==> src/rtl/pipe_reg_file_pkg.sv <==
// Shared types and default sizing for the pipelined register file.
package pipe_reg_file_pkg;
  localparam int DEF_DATA_W = 32;
  localparam int DEF_ADDR_W = 5;
  localparam int DEF_NUM_RD = 2;

  typedef enum logic {
    ST_INIT = 1'b0,
    ST_RUN  = 1'b1
  } rf_state_t;
endpackage

==> src/rtl/rf_fwd_mux.sv <==
// One read port: EX/MEM/writeback forwarding select and load-use hazard term.
module rf_fwd_mux
  import pipe_reg_file_pkg::*;
#(
  parameter int DATA_W = DEF_DATA_W,
  parameter int ADDR_W = DEF_ADDR_W
) (
  input  logic              run,
  input  logic [ADDR_W-1:0] addr,
  input  logic              used,
  input  logic [DATA_W-1:0] array_data,
  input  logic              idex_reg_write,
  input  logic [ADDR_W-1:0] idex_reg_des,
  input  logic [DATA_W-1:0] idex_data,
  input  logic              idex_mem_to_reg,
  input  logic              exmem_reg_write,
  input  logic [ADDR_W-1:0] exmem_reg_des,
  input  logic [DATA_W-1:0] exmem_data,
  input  logic              wb_en,
  input  logic [ADDR_W-1:0] wb_addr,
  input  logic [DATA_W-1:0] wb_data,
  output logic [DATA_W-1:0] data,
  output logic              hazard
);
  logic nz, idex_hit, exmem_hit, wb_hit;

  // r0 is hardwired zero, so it never matches any producer.
  assign nz        = |addr;
  assign idex_hit  = nz & idex_reg_write  & (idex_reg_des  == addr);
  assign exmem_hit = nz & exmem_reg_write & (exmem_reg_des == addr);
  assign wb_hit    = nz & wb_en           & (wb_addr       == addr);

  always_comb begin
    data = '0;
    if (run && nz) begin
      if (idex_hit)       data = idex_data;
      else if (exmem_hit) data = exmem_data;
      else if (wb_hit)    data = wb_data;
      else                data = array_data;
    end
  end

  // A load still in EX cannot supply its value yet.
  assign hazard = run & used & idex_hit & idex_mem_to_reg;
endmodule

==> src/rtl/pipe_reg_file.sv <==
// Register file with self-clear after reset, per-port forwarding and load-use detect.
// Optional REGFILE_WB_BYPASS_EN: same-cycle writeback data forwarded to reads.
module pipe_reg_file
  import pipe_reg_file_pkg::*;
#(
  parameter int DATA_W = DEF_DATA_W,
  parameter int ADDR_W = DEF_ADDR_W,
  parameter int NUM_RD = DEF_NUM_RD
) (
  input  logic                     clock,
  input  logic                     reset,
  input  logic [NUM_RD*ADDR_W-1:0] rd_addr,
  input  logic [NUM_RD-1:0]        rd_used,
  output logic [NUM_RD*DATA_W-1:0] rd_data,
  input  logic                     wr_en,
  input  logic [ADDR_W-1:0]        wr_addr,
  input  logic [DATA_W-1:0]        wr_data,
  input  logic                     idex_reg_write,
  input  logic [ADDR_W-1:0]        idex_reg_des,
  input  logic [DATA_W-1:0]        idex_data,
  input  logic                     idex_mem_to_reg,
  input  logic                     exmem_reg_write,
  input  logic [ADDR_W-1:0]        exmem_reg_des,
  input  logic [DATA_W-1:0]        exmem_data,
  output logic                     regok,
  output logic                     init_done,
  output logic [15:0]              stall_count
);
  localparam int DEPTH = 2**ADDR_W;

  rf_state_t         state;
  logic [ADDR_W-1:0] clr_cnt;
  logic [DATA_W-1:0] mem [DEPTH];
  logic              run;
  logic [NUM_RD-1:0] hazard;
  logic              wb_fwd_en;

  assign run       = (state == ST_RUN);
  assign init_done = run;
  assign regok     = run & ~(|hazard);

`ifdef REGFILE_WB_BYPASS_EN
  assign wb_fwd_en = run & wr_en;
`else
  assign wb_fwd_en = 1'b0;
`endif

  always_ff @(posedge clock) begin
    if (reset) begin
      state   <= ST_INIT;
      clr_cnt <= '0;
    end else begin
      case (state)
        ST_INIT: begin
          clr_cnt <= clr_cnt + ADDR_W'(1);
          if (&clr_cnt) state <= ST_RUN;
        end
        default: state <= ST_RUN;
      endcase
    end
  end

  // Clear walks one entry per cycle; writeback is locked out until it completes.
  always_ff @(posedge clock) begin
    if (!reset) begin
      if (!run)                     mem[clr_cnt] <= '0;
      else if (wr_en && |wr_addr)   mem[wr_addr] <= wr_data;
    end
  end

  always_ff @(posedge clock) begin
    if (reset)                                       stall_count <= '0;
    else if (run && !regok && stall_count != 16'hFFFF) stall_count <= stall_count + 16'd1;
  end

  for (genvar i = 0; i < NUM_RD; i++) begin : g_port
    logic [ADDR_W-1:0] addr;
    logic [DATA_W-1:0] data;
    assign addr = rd_addr[i*ADDR_W +: ADDR_W];
    assign rd_data[i*DATA_W +: DATA_W] = data;

    rf_fwd_mux #(.DATA_W(DATA_W), .ADDR_W(ADDR_W)) u_mux (
      .run             (run),
      .addr            (addr),
      .used            (rd_used[i]),
      .array_data      (mem[addr]),
      .idex_reg_write  (idex_reg_write),
      .idex_reg_des    (idex_reg_des),
      .idex_data       (idex_data),
      .idex_mem_to_reg (idex_mem_to_reg),
      .exmem_reg_write (exmem_reg_write),
      .exmem_reg_des   (exmem_reg_des),
      .exmem_data      (exmem_data),
      .wb_en           (wb_fwd_en),
      .wb_addr         (wr_addr),
      .wb_data         (wr_data),
      .data            (data),
      .hazard          (hazard[i])
    );
  end
endmodule

==> config.mk <==
export PLATFORM = sky130hd
export DESIGN_NAME = pipe_reg_file
export DESIGN_NICKNAME = d
export VERILOG_FILES = /design/src/rtl/pipe_reg_file_pkg.sv /design/src/rtl/rf_fwd_mux.sv /design/src/rtl/pipe_reg_file.sv
export SDC_FILE = /design/constraint.sdc
export NUM_CORES = 1
export LEC_CHECK = 0
export CAP_MARGIN = 10
export CORE_MARGIN = 4
export CORE_UTILIZATION = 55
export DETAILED_ROUTE_END_ITERATION = 10
export PLACE_DENSITY_LB_ADDON = 0.2
export SYNTH_ARGS = -nofsm -noshare
export SYNTH_HDL_FRONTEND = slang
export SYNTH_SLANG_ARGS = --single-unit
==> constraint.sdc <==
create_clock -name clock -period 3.8 [get_ports clock]
set_input_delay 0.76 -clock clock [delete_from_list [all_inputs] [get_ports clock]]
set_output_delay 0.76 -clock clock [all_outputs]
set_load 0.02 [all_outputs]
## Yosys cells after proc, flatten, opt, wreduce, memory -nomap -nowiden

Memories as Yosys holds them, arrays and structs flattened.
Cells that the tools add are included.
Widths: inputs -> output; s select.

- Add/sub/neg operators: 2
- Equality and inequality tests: 5
- Mux-type cells: 18
- Bitwise gates (word level): 16
- Reduce and logical (&&, ||, !) cells: 12

Operators by type and width:

| kind | count |
|---|---|
| $mux 32 | 7 |
| $reduce_or 32->1 | 1 |
| $eq 5x5->1 | 4 |
| $add 16x1->16 const B | 1 |
| $ne 16x16->1 const B | 1 |
| $and 1x1->1 | 15 |
| $reduce_or 5->1 | 3 |
| $mux 1 | 10 |
| $add 5x1->5 const B | 1 |
| $logic_and 1x1->1 | 5 |
| $mux 5 | 1 |
| $reduce_and 5->1 | 1 |
| $reduce_or 2->1 | 1 |
| $logic_not 1->1 | 1 |
| $not 1->1 | 1 |

- Flip-flop bits (word level): 22
- RAM bits: 1,024
- Input port bits: 129
- Output and inout bits: 82
- Memories: 1

Memory list:

| name | depth | width | read ports | clocked after memory_dff | wr ports | RTL line | source |
|---|---|---|---|---|---|---|---|
| mem | 32 | 32 | 2 | 0 | 1 | pipe_reg_file.sv:33 | `logic [DATA_W-1:0] mem [DEPTH];` |

## Longest topological paths before layout

Gate-level depths: netlist of the first run.

- Depth in word-level cells: 11
- Mapped depth: 11
- Depth with buffers taken out: 6

## Hierarchy

From an unflattened synthesis of the first run, not the netlist that was laid out.

- Cell total of the unflattened synthesis: 3,993
- Area total of the unflattened synthesis: 52,784.4 sq um

Modules (own cells, without submodules):

| module | instances | cells an instance | area an instance (sq um) |
|---|---|---|---|
| pipe_reg_file | 1 | 3,569 | 49,744.0 |
| rf_fwd_mux | 2 | 212 | 1,520.2 |

## Least setup slack after synthesis of the first run

No wires, ideal clock.

- Path kind: input to register
- From: input port wr_en
- To: memory mem[4][0] in the netlist's numbering, enable pin
- Library setup time: 421 ps
- Arrival time: 3,269 ps
- Required time: 3,379 ps
- Path slack: 110 ps
- Stages on the path: 7
- Path buffers: 1
- Cells stage by stage: nand2_1 -> a211oi_2 -> clkbuf_1 -> nand3b_1 -> o21ai_0 -> nand2_1 -> nor2_1

- Word-level cells in the longest chain between the ends: 7

RTL lines:

| what | RTL line | source |
|---|---|---|
| from (decl) | pipe_reg_file.sv:15 | `input logic wr_en,` |
| $logic_and 1x1->1 * | pipe_reg_file.sv:67 | `else if (wr_en && \|wr_addr) mem[wr_addr] <= wr_data;` |
| $mux 1 * | pipe_reg_file.sv:67 |  |
| $mux 1 * | pipe_reg_file.sv:66 | `if (!run) mem[clr_cnt] <= '0;` |
| $mux 1 * | pipe_reg_file.sv:65 | `if (!reset) begin` |
| $mux 1 (implied by the code) * | pipe_reg_file.sv:67 |  |
| $reduce_or 32->1 (no source line) | -- |  |
| $mux 5 (no source line) or $mux 1 (tied branches) | -- |  |
| to (decl) | pipe_reg_file.sv:33 |  |

Every way passes the cells marked *; elsewhere a longest branch is shown, timed or not.

## Worst setup path after layout of the first run

- From: input port rd_addr[6]
- To: output port rd_data[48]

- Word-level cells in the longest chain between the ends: 6

RTL lines:

| what | RTL line | source |
|---|---|---|
| from (decl) | pipe_reg_file.sv:12 | `input logic [NUM_RD*ADDR_W-1:0] rd_addr,` |
| branches (longest 5 deep; another with $mem_v2 32x32) | -- |  |
| $mux 32 * | rf_fwd_mux.sv:35 | `if (run && nz) begin` |
| to (decl) | pipe_reg_file.sv:14 | `output logic [NUM_RD*DATA_W-1:0] rd_data,` |

Mark *: on every way between the ends.

==> flow_summary.yaml, run 1 <==
run_status:
  outcome: "complete, but fails checks"
  violations: "DRC, setup timing"
synthesis:
  synthMuxAreaShare: 0.2303
  synth.avg_cell_area_sq_um: 16.61
  synth_seq_cells: 1046
  yosys_warnings: 0
  synth_edf_count: 1024
  synth.distinct_cells: 60
  synthAdderAreaFrac: 0.0007512
  synth_area_sq_um: 49970
  yosys_most_used_dff: "edfxtp_1"
  yosysSeqAreaShare: 0.6242
  synthXorXnorAreaFrac: 0.004332
  synth_top_family_by_area: "multiplexers"
  synth_nets: 3141
  syn_inst: 3009
  yosys.area_share.simple: 0.04282
  async_reset_ff_frac: 0
  synth_compound_area_frac: 0.07280
grt:
  grt_pass1_vias: 35250
  grt_max_degree: 33
  antenna_found_initial: 6
  overflow: 0
  grt_usage: 0.3712
  grt_pass1_wl_mm: 251.7
cts:
  hold_buffers: 0
  cts.path.max_buffers: 3
  insertion_delay_ns: 0.68
  cts_tree: "done"
  cts.htree.levels: 3
  cts_made_buffers: 106
  ctsRootBufferMaster: "clkbuf_16"
  clock-sinks: 1046
  clk_pin_slew_ns: 0.07
cells_and_area:
  n_antenna_cell: 0
  finalNetCount: 3745
  finalNonFillerCells: 4878
  finish.instance_area_sq_um: 62070
  postLayoutCoreUtil: 0.6896
  syn2layout_area_growth_pct: 24.23
  drive_gt1_frac: 0.3309
power:
  pwr-share-clk: 0.413
  design_power_total_mw: 25.75
  p_per_area_nw_per_um2: 414.8
  p_comb_frac: 0.098
  sw_frac_of_total: 0.2293
  p_leak_nw: 20.30
  p_sw_mw: 5.905
  intPower_mw: 19.84
  seq_power_share: 0.489
  ir_drop_mv: 0.3959
drt:
  drt_pass1_iterations: 9
  post_drt_wl_per_cell_um: 36.70
  via_count: 35290
  wirelength_mm: 179.0
  drt_iter0_drc: 5329
  drc: 2
  vias_per_cell: 7.235
  ant_nets: 0
sta:
  timing.hold.ws_ns: 0.4940
  worst_pin_slew_ns: 1.211
  fin_ws_ns: -0.01528
  fin_crit_ns: 3.815
  slew_headroom: 0.1926
  clock_skew_ns: 0.01764
  rsz0062_at_grt: "true"
  hold_viol_final: 0
  clock.fmax_mhz: 262.1
  setup_tns_ns: -0.01528
  drv_slew: 0
  post-route-period-util: 1.004
  finalSetupViolations: 1
worst_setup_path:
  cp-startpoint: "rd_addr[6]"
  cp.required_ns: 3.04
  critPathCapture: "rd_data[48]"
  crit_chain: "buf_16 -> bufbuf_16 -> buf_8 -> mux2i_1 -> o221ai_1 -> a21oi_1 -> nor2_1 -> a311oi_2 -> buf_4 -> o22ai_1 -> buf_2"
  worst-setup-path-type: "input pin to primary output"
  crit_path_max_fanout: 12
  r2r_slack_ns: 0.57
  worst_path_max_delay_cell: "bufbuf_16"
  endpoint_kind: "primary output"
  reg2reg_from: "init_done$_SDFF_PP0_"
  rr_worst_depth: 8
  r2r_end: "mem[19][23]$_DFFE_PP_"
  max_stage_delay_ns: 0.35
  start_kind: "input pin"
  cp.arrival_ns: 3.06
floorplan:
  ioPinCount: 211
  core-area_sq_um: 90010
  die-area_sq_um: 95730
  initial_core_util: 0.5551
  num_rows: 110
  die_y_um: 309.4
  die_x_um: 309.4
min_path:
  hold_path_class: "flop to flop"
place:
  pre_cts_ws_ns: -0.6756
  place_area_sq_um: 57730
  dp_cells: 4643
  portBuffers: 210
  place.gp.congestion: 0.9460
  dp_hpwl_mm: 115.9
job:
  timing.max_cap.violations: 0
state kept, by name (all words and copies together) (netlist names):
name / count
mem: 1024
init_done: 1
stall_count: 16
clr_cnt: 5
cells in the mapped netlist (all sizes together) (27+ instances only):
cell type	instances	share of area
clkbuf	105	0.0079
buf	139	0.016
nand2	99	0.0074
nor3	27	0.0028
and2	34	0.0043
a21oi	97	0.0097
nor2	100	0.0075
nand3	41	0.0041
a22oi	108	0.016
o221ai	46	0.0081
mux2i	361	0.072
and3	39	0.0049
mux4	349	0.16
o22ai	127	0.016
edfxtp	1024	0.62
a311oi	32	0.0056
o21ai	107	0.011
power by group through the flow:
stage / sequential, mW / clock, mW / combinational (mW)
after floorplan: 12.8 / 0 / 1.13
after global placement: 12.8 / 0 / 2.29
after detailed placement: 12.8 / 0 / 2.31
after CTS: 12.6 / 10.6 / 2.42
after global routing: 12.6 / 11.1 / 2.58
final: 12.6 / 10.6 / 2.52
layer usage:
layer	track usage	up-vias	share of wire
li1	-	13860	-
met1	0.4893	17870	0.34
met2	0.5723	2912	0.45
met3	0.1020	654	0.14
met4	0.1946	2	0.065
met5	0	-	0.000039
cell type report:
type	instances	area, sq um
Clock inverter	75	757.0
Clock buffer	122	2734
Multi-Input combinational cell	1708	18170
Timing Repair Buffer	740	7710
Fill cell	5828	27940
Tap cell	1176	1471
Sequential cell	1046	31190
Inverter	11	41.29
worst max-delay path, delay by kind of cell:
family	cells	cell delay [ns]
compound gates	4	0.84
buf+inv	5	1.11
mux	1	0.22
simple gates	1	0.09
cells in the final DEF (no fill, tap or decap), types with 42 or more instances in the layout:
master and count:
edfxtp_1 1024, clkdlybuf4s50_1 132, buf_4 387, buf_12 106, mux2i_1 359, a21oi_1 95, nor2_1 64, clkbuf_16 109
o21ai_0 77, o22ai_1 126, o221ai_1 42, a22oi_1 102, mux4_2 349, nand2_1 97
repair_timing:
item	in CTS	in global routing
buffers inserted	17	7
resized for setup	238	88
cloned	7	2
pin swaps	10	11
endpoints found under the setup margin	65	62
logic make-up (layout without fill, tap and decap cells):
group	count (synthesis)	in the layout
flops	1046	1046
mux	713	713
compound gates	555	555
simple gates	414	414
buf+inv	255	948
xor+xnor	23	23
fa+ha+maj	3	3
how the worst min path moves through the flow:
stage,start,endpoint,slack [ns],cells past startpoint
final,stall_count[12]$_SDFFE_PP0P_,stall_count[12]$_SDFFE_PP0P_,0.49,2
after global routing,stall_count[8]$_SDFFE_PP0P_,stall_count[8]$_SDFFE_PP0P_,0.53,2
after CTS,stall_count[12]$_SDFFE_PP0P_,stall_count[12]$_SDFFE_PP0P_,0.50,2
after detailed placement,stall_count[12]$_SDFFE_PP0P_,stall_count[12]$_SDFFE_PP0P_,0.49,2
after global placement,stall_count[12]$_SDFFE_PP0P_,stall_count[12]$_SDFFE_PP0P_,0.47,2
after floorplan,clr_cnt[3]$_SDFFE_PP0N_,clr_cnt[3]$_SDFFE_PP0N_,0.51,2
No activity file was read; power rests on OpenSTA's default activity.
==> run 2: changes to the inputs <==
--- a/config.mk
+++ b/config.mk
@@ -7,7 +7,7 @@
 export LEC_CHECK = 0
 export CAP_MARGIN = 10
 export CORE_MARGIN = 4
-export CORE_UTILIZATION = 55
+export CORE_UTILIZATION = 63
 export DETAILED_ROUTE_END_ITERATION = 10
 export PLACE_DENSITY_LB_ADDON = 0.2
 export SYNTH_ARGS = -nofsm -noshare
==> constraint.sdc (replaced) <==
create_clock -name clock -period 4.4 [get_ports clock]
set_input_delay 0.88 -clock clock [delete_from_list [all_inputs] [get_ports clock]]
set_output_delay 0.88 -clock clock [all_outputs]
set_load 0.02 [all_outputs]
==> flow_summary.yaml, run 2 (same netlist as run 1, synthesis figures left out) <==
cells_and_area:
  multiInputGateArea_sq_um: 18000
  top_regs: "mem: 1024 flops, stall_count: 16 flops, clr_cnt: 5 flops"
  final_common_cell: "edfxtp_1"
  largest_reg_flops: 1024
  mostFrequentLayoutCells: "edfxtp_1 (1024), mux2i_1 (360), mux4_2 (349)"
  seq_area_sq_um: 31190
  finish.instance_area_sq_um: 59580
  finalNetCount: 3564
  drive_gt1_frac: 0.2679
  fillCellCount: 4437
  syn2layout_area_growth_pct: 19.25
  top_register: "mem"
  n_antenna_cell: 0
  postLayoutCoreUtil: 0.7567
worst_setup_path:
  reg2reg_from: "init_done$_SDFF_PP0_"
  worst-setup-path-type: "input pin to primary output"
  rr_worst_depth: 6
  crit_path_max_fanout: 33
  cp.arrival_ns: 3.53
  r2r_slack_ns: 0.91
  cp.required_ns: 3.52
  endpoint_kind: "primary output"
  start_kind: "input pin"
  max_stage_delay_ns: 0.65
  worst_path_max_delay_cell: "clkdlybuf4s50_1"
  r2r_end: "mem[19][29]$_DFFE_PP_"
  crit_chain: "buf_6 -> or2_1 -> buf_12 -> nor3_2 -> nand2b_2 -> or3_1 -> buf_4 -> o22ai_1 -> clkdlybuf4s50_1"
cts:
  cts_setup_buffers: 0
  clk_pin_slew_ns: 0.06
  clock-sinks: 1046
  cts_tree: "done"
  ctsRootBufferMaster: "clkbuf_16"
  hold_buffers: 0
  cts.htree.levels: 3
  insertion_delay_ns: 0.68
  cts_made_buffers: 102
  cts.path.max_buffers: 3
sta:
  clock_skew_ns: 0.02530
  slew_headroom: 0.1751
  rsz0062_at_grt: "false"
  fin_ws_ns: -0.006247
  fin_crit_ns: 4.406
  clock.fmax_mhz: 227.0
  timing.hold.ws_ns: 0.4995
  post-route-period-util: 1.001
  drv_slew: 0
  worst_pin_slew_ns: 1.236
  hold_viol_final: 0
  finalSetupViolations: 3
power:
  pwr-share-clk: 0.401
  design_power_total_mw: 21.37
  p_leak_nw: 19.46
  p_per_area_nw_per_um2: 358.6
  p_comb_frac: 0.090
  sw_frac_of_total: 0.2247
  seq_power_share: 0.509
  p_sw_mw: 4.800
  ir_drop_mv: 0.3795
  intPower_mw: 16.57
grt:
  grt_pass1_wl_mm: 231.5
  overflow: 0
  grt_usage: 0.3866
  grt_max_degree: 52
  antenna_found_initial: 3
  grt_pass1_vias: 34560
min_path:
  hold_path_class: "flop to flop"
  hp-start: "stall_count[12]$_SDFFE_PP0P_"
  whs_endpoint: "stall_count[12]$_SDFFE_PP0P_"
  min_path_cells: 2
place:
  place.gp.congestion: 0.9188
  pre_cts_ws_ns: -0.2864
  place_area_sq_um: 56120
  portBuffers: 210
  dp_hpwl_mm: 104.8
drt:
  via_count: 34030
  drc: 0
  drt_pass1_iterations: 7
  wirelength_mm: 161.9
  drt_iter0_drc: 4753
  post_drt_wl_per_cell_um: 35.48
  ant_nets: 0
  vias_per_cell: 7.457
floorplan:
  die_y_um: 289.6
  initial_core_util: 0.6345
  ioPinCount: 211
  num_rows: 103
  die_x_um: 289.6
  die-area_sq_um: 83880
  core-area_sq_um: 78740
run_status:
  outcome: "complete, but fails checks"
  violations: "setup timing"
job:
  timing.max_cap.violations: 0
run 2: cell count changes in the layout (fill, tap and decap cells not counted), sizes merged, moves of 7 or more:
cell and change:
dlymetal6s2s +27, buf -192, dlygate4sd2 +12, bufbuf -7
clkbuf -27, clkdlybuf4s50 +23, clkdlybuf4s15 -9
run 2: what timing repair did:
action,in CTS,in global routing
resized for setup,37,53
hold endpoints to repair,0,0
pin swaps,2,5
setup endpoints to repair,41,48
run 2: worst max path at each step:
stage | from | endpoint | slack, ns
floorplan | wr_en | mem[4][0]$_DFFE_PP_ | 0.59
global placement | rd_addr[6] | rd_data[35] | -0.27
detailed placement | rd_addr[6] | rd_data[35] | -0.29
CTS | rd_addr[4] | rd_data[7] | 0.002
global route | rd_addr[6] | rd_data[41] | 0.004
finish | rd_addr[7] | rd_data[61] | -0.006
run 2: through the flow:
| step | cells | setup TNS, ns |
|---|---|---|
| 3_3_place_gp | 4378 | -2.191 |
| 6_report | 4563 | -0.008772 |
| 5_1_grt | 4563 | 0 |
| 4_1_cts | 4563 | 0 |
| 2_1_floorplan | 3009 | 0 |
| 3_5_place_dp | 4378 | -4.137 |
run 2: cell type report:
type,instances,share of cell area
clock buffer,126,0.04542
tap,1050,0.02205
multi-input combinational,1708,0.3021
clock inverter,59,0.008778
sequential,1046,0.5235
inverter,11,0.0006930
timing repair buffer,563,0.09752
run 2: critical path, delay by kind of cell:
kind,cells,cell delay (ns)
AO/OA/AOI/OAI,1,0.20
AND/OR/NAND/NOR,4,0.92
buffers and inverters,4,1.48
run 2: metal layers:
metal | GRT usage | vias up | part of all wire
met1 | 0.4935 | 17010 | 0.32
met4 | 0.2247 | 2 | 0.070
li1 | - | 13460 | -
met3 | 0.1111 | 663 | 0.14
met2 | 0.6010 | 2895 | 0.46
met5 | 0 | - | 0.000086
run 2: power groups by stage:
stage | Clock [mW] | Combinational [mW] | Sequential, mW
global placement | 0 | 1.80 | 11.1
detailed placement | 0 | 1.83 | 11.1
global route | 9.04 | 1.97 | 10.9
finish | 8.57 | 1.92 | 10.9
floorplan | 0 | 0.973 | 11.1
CTS | 8.59 | 1.85 | 10.9
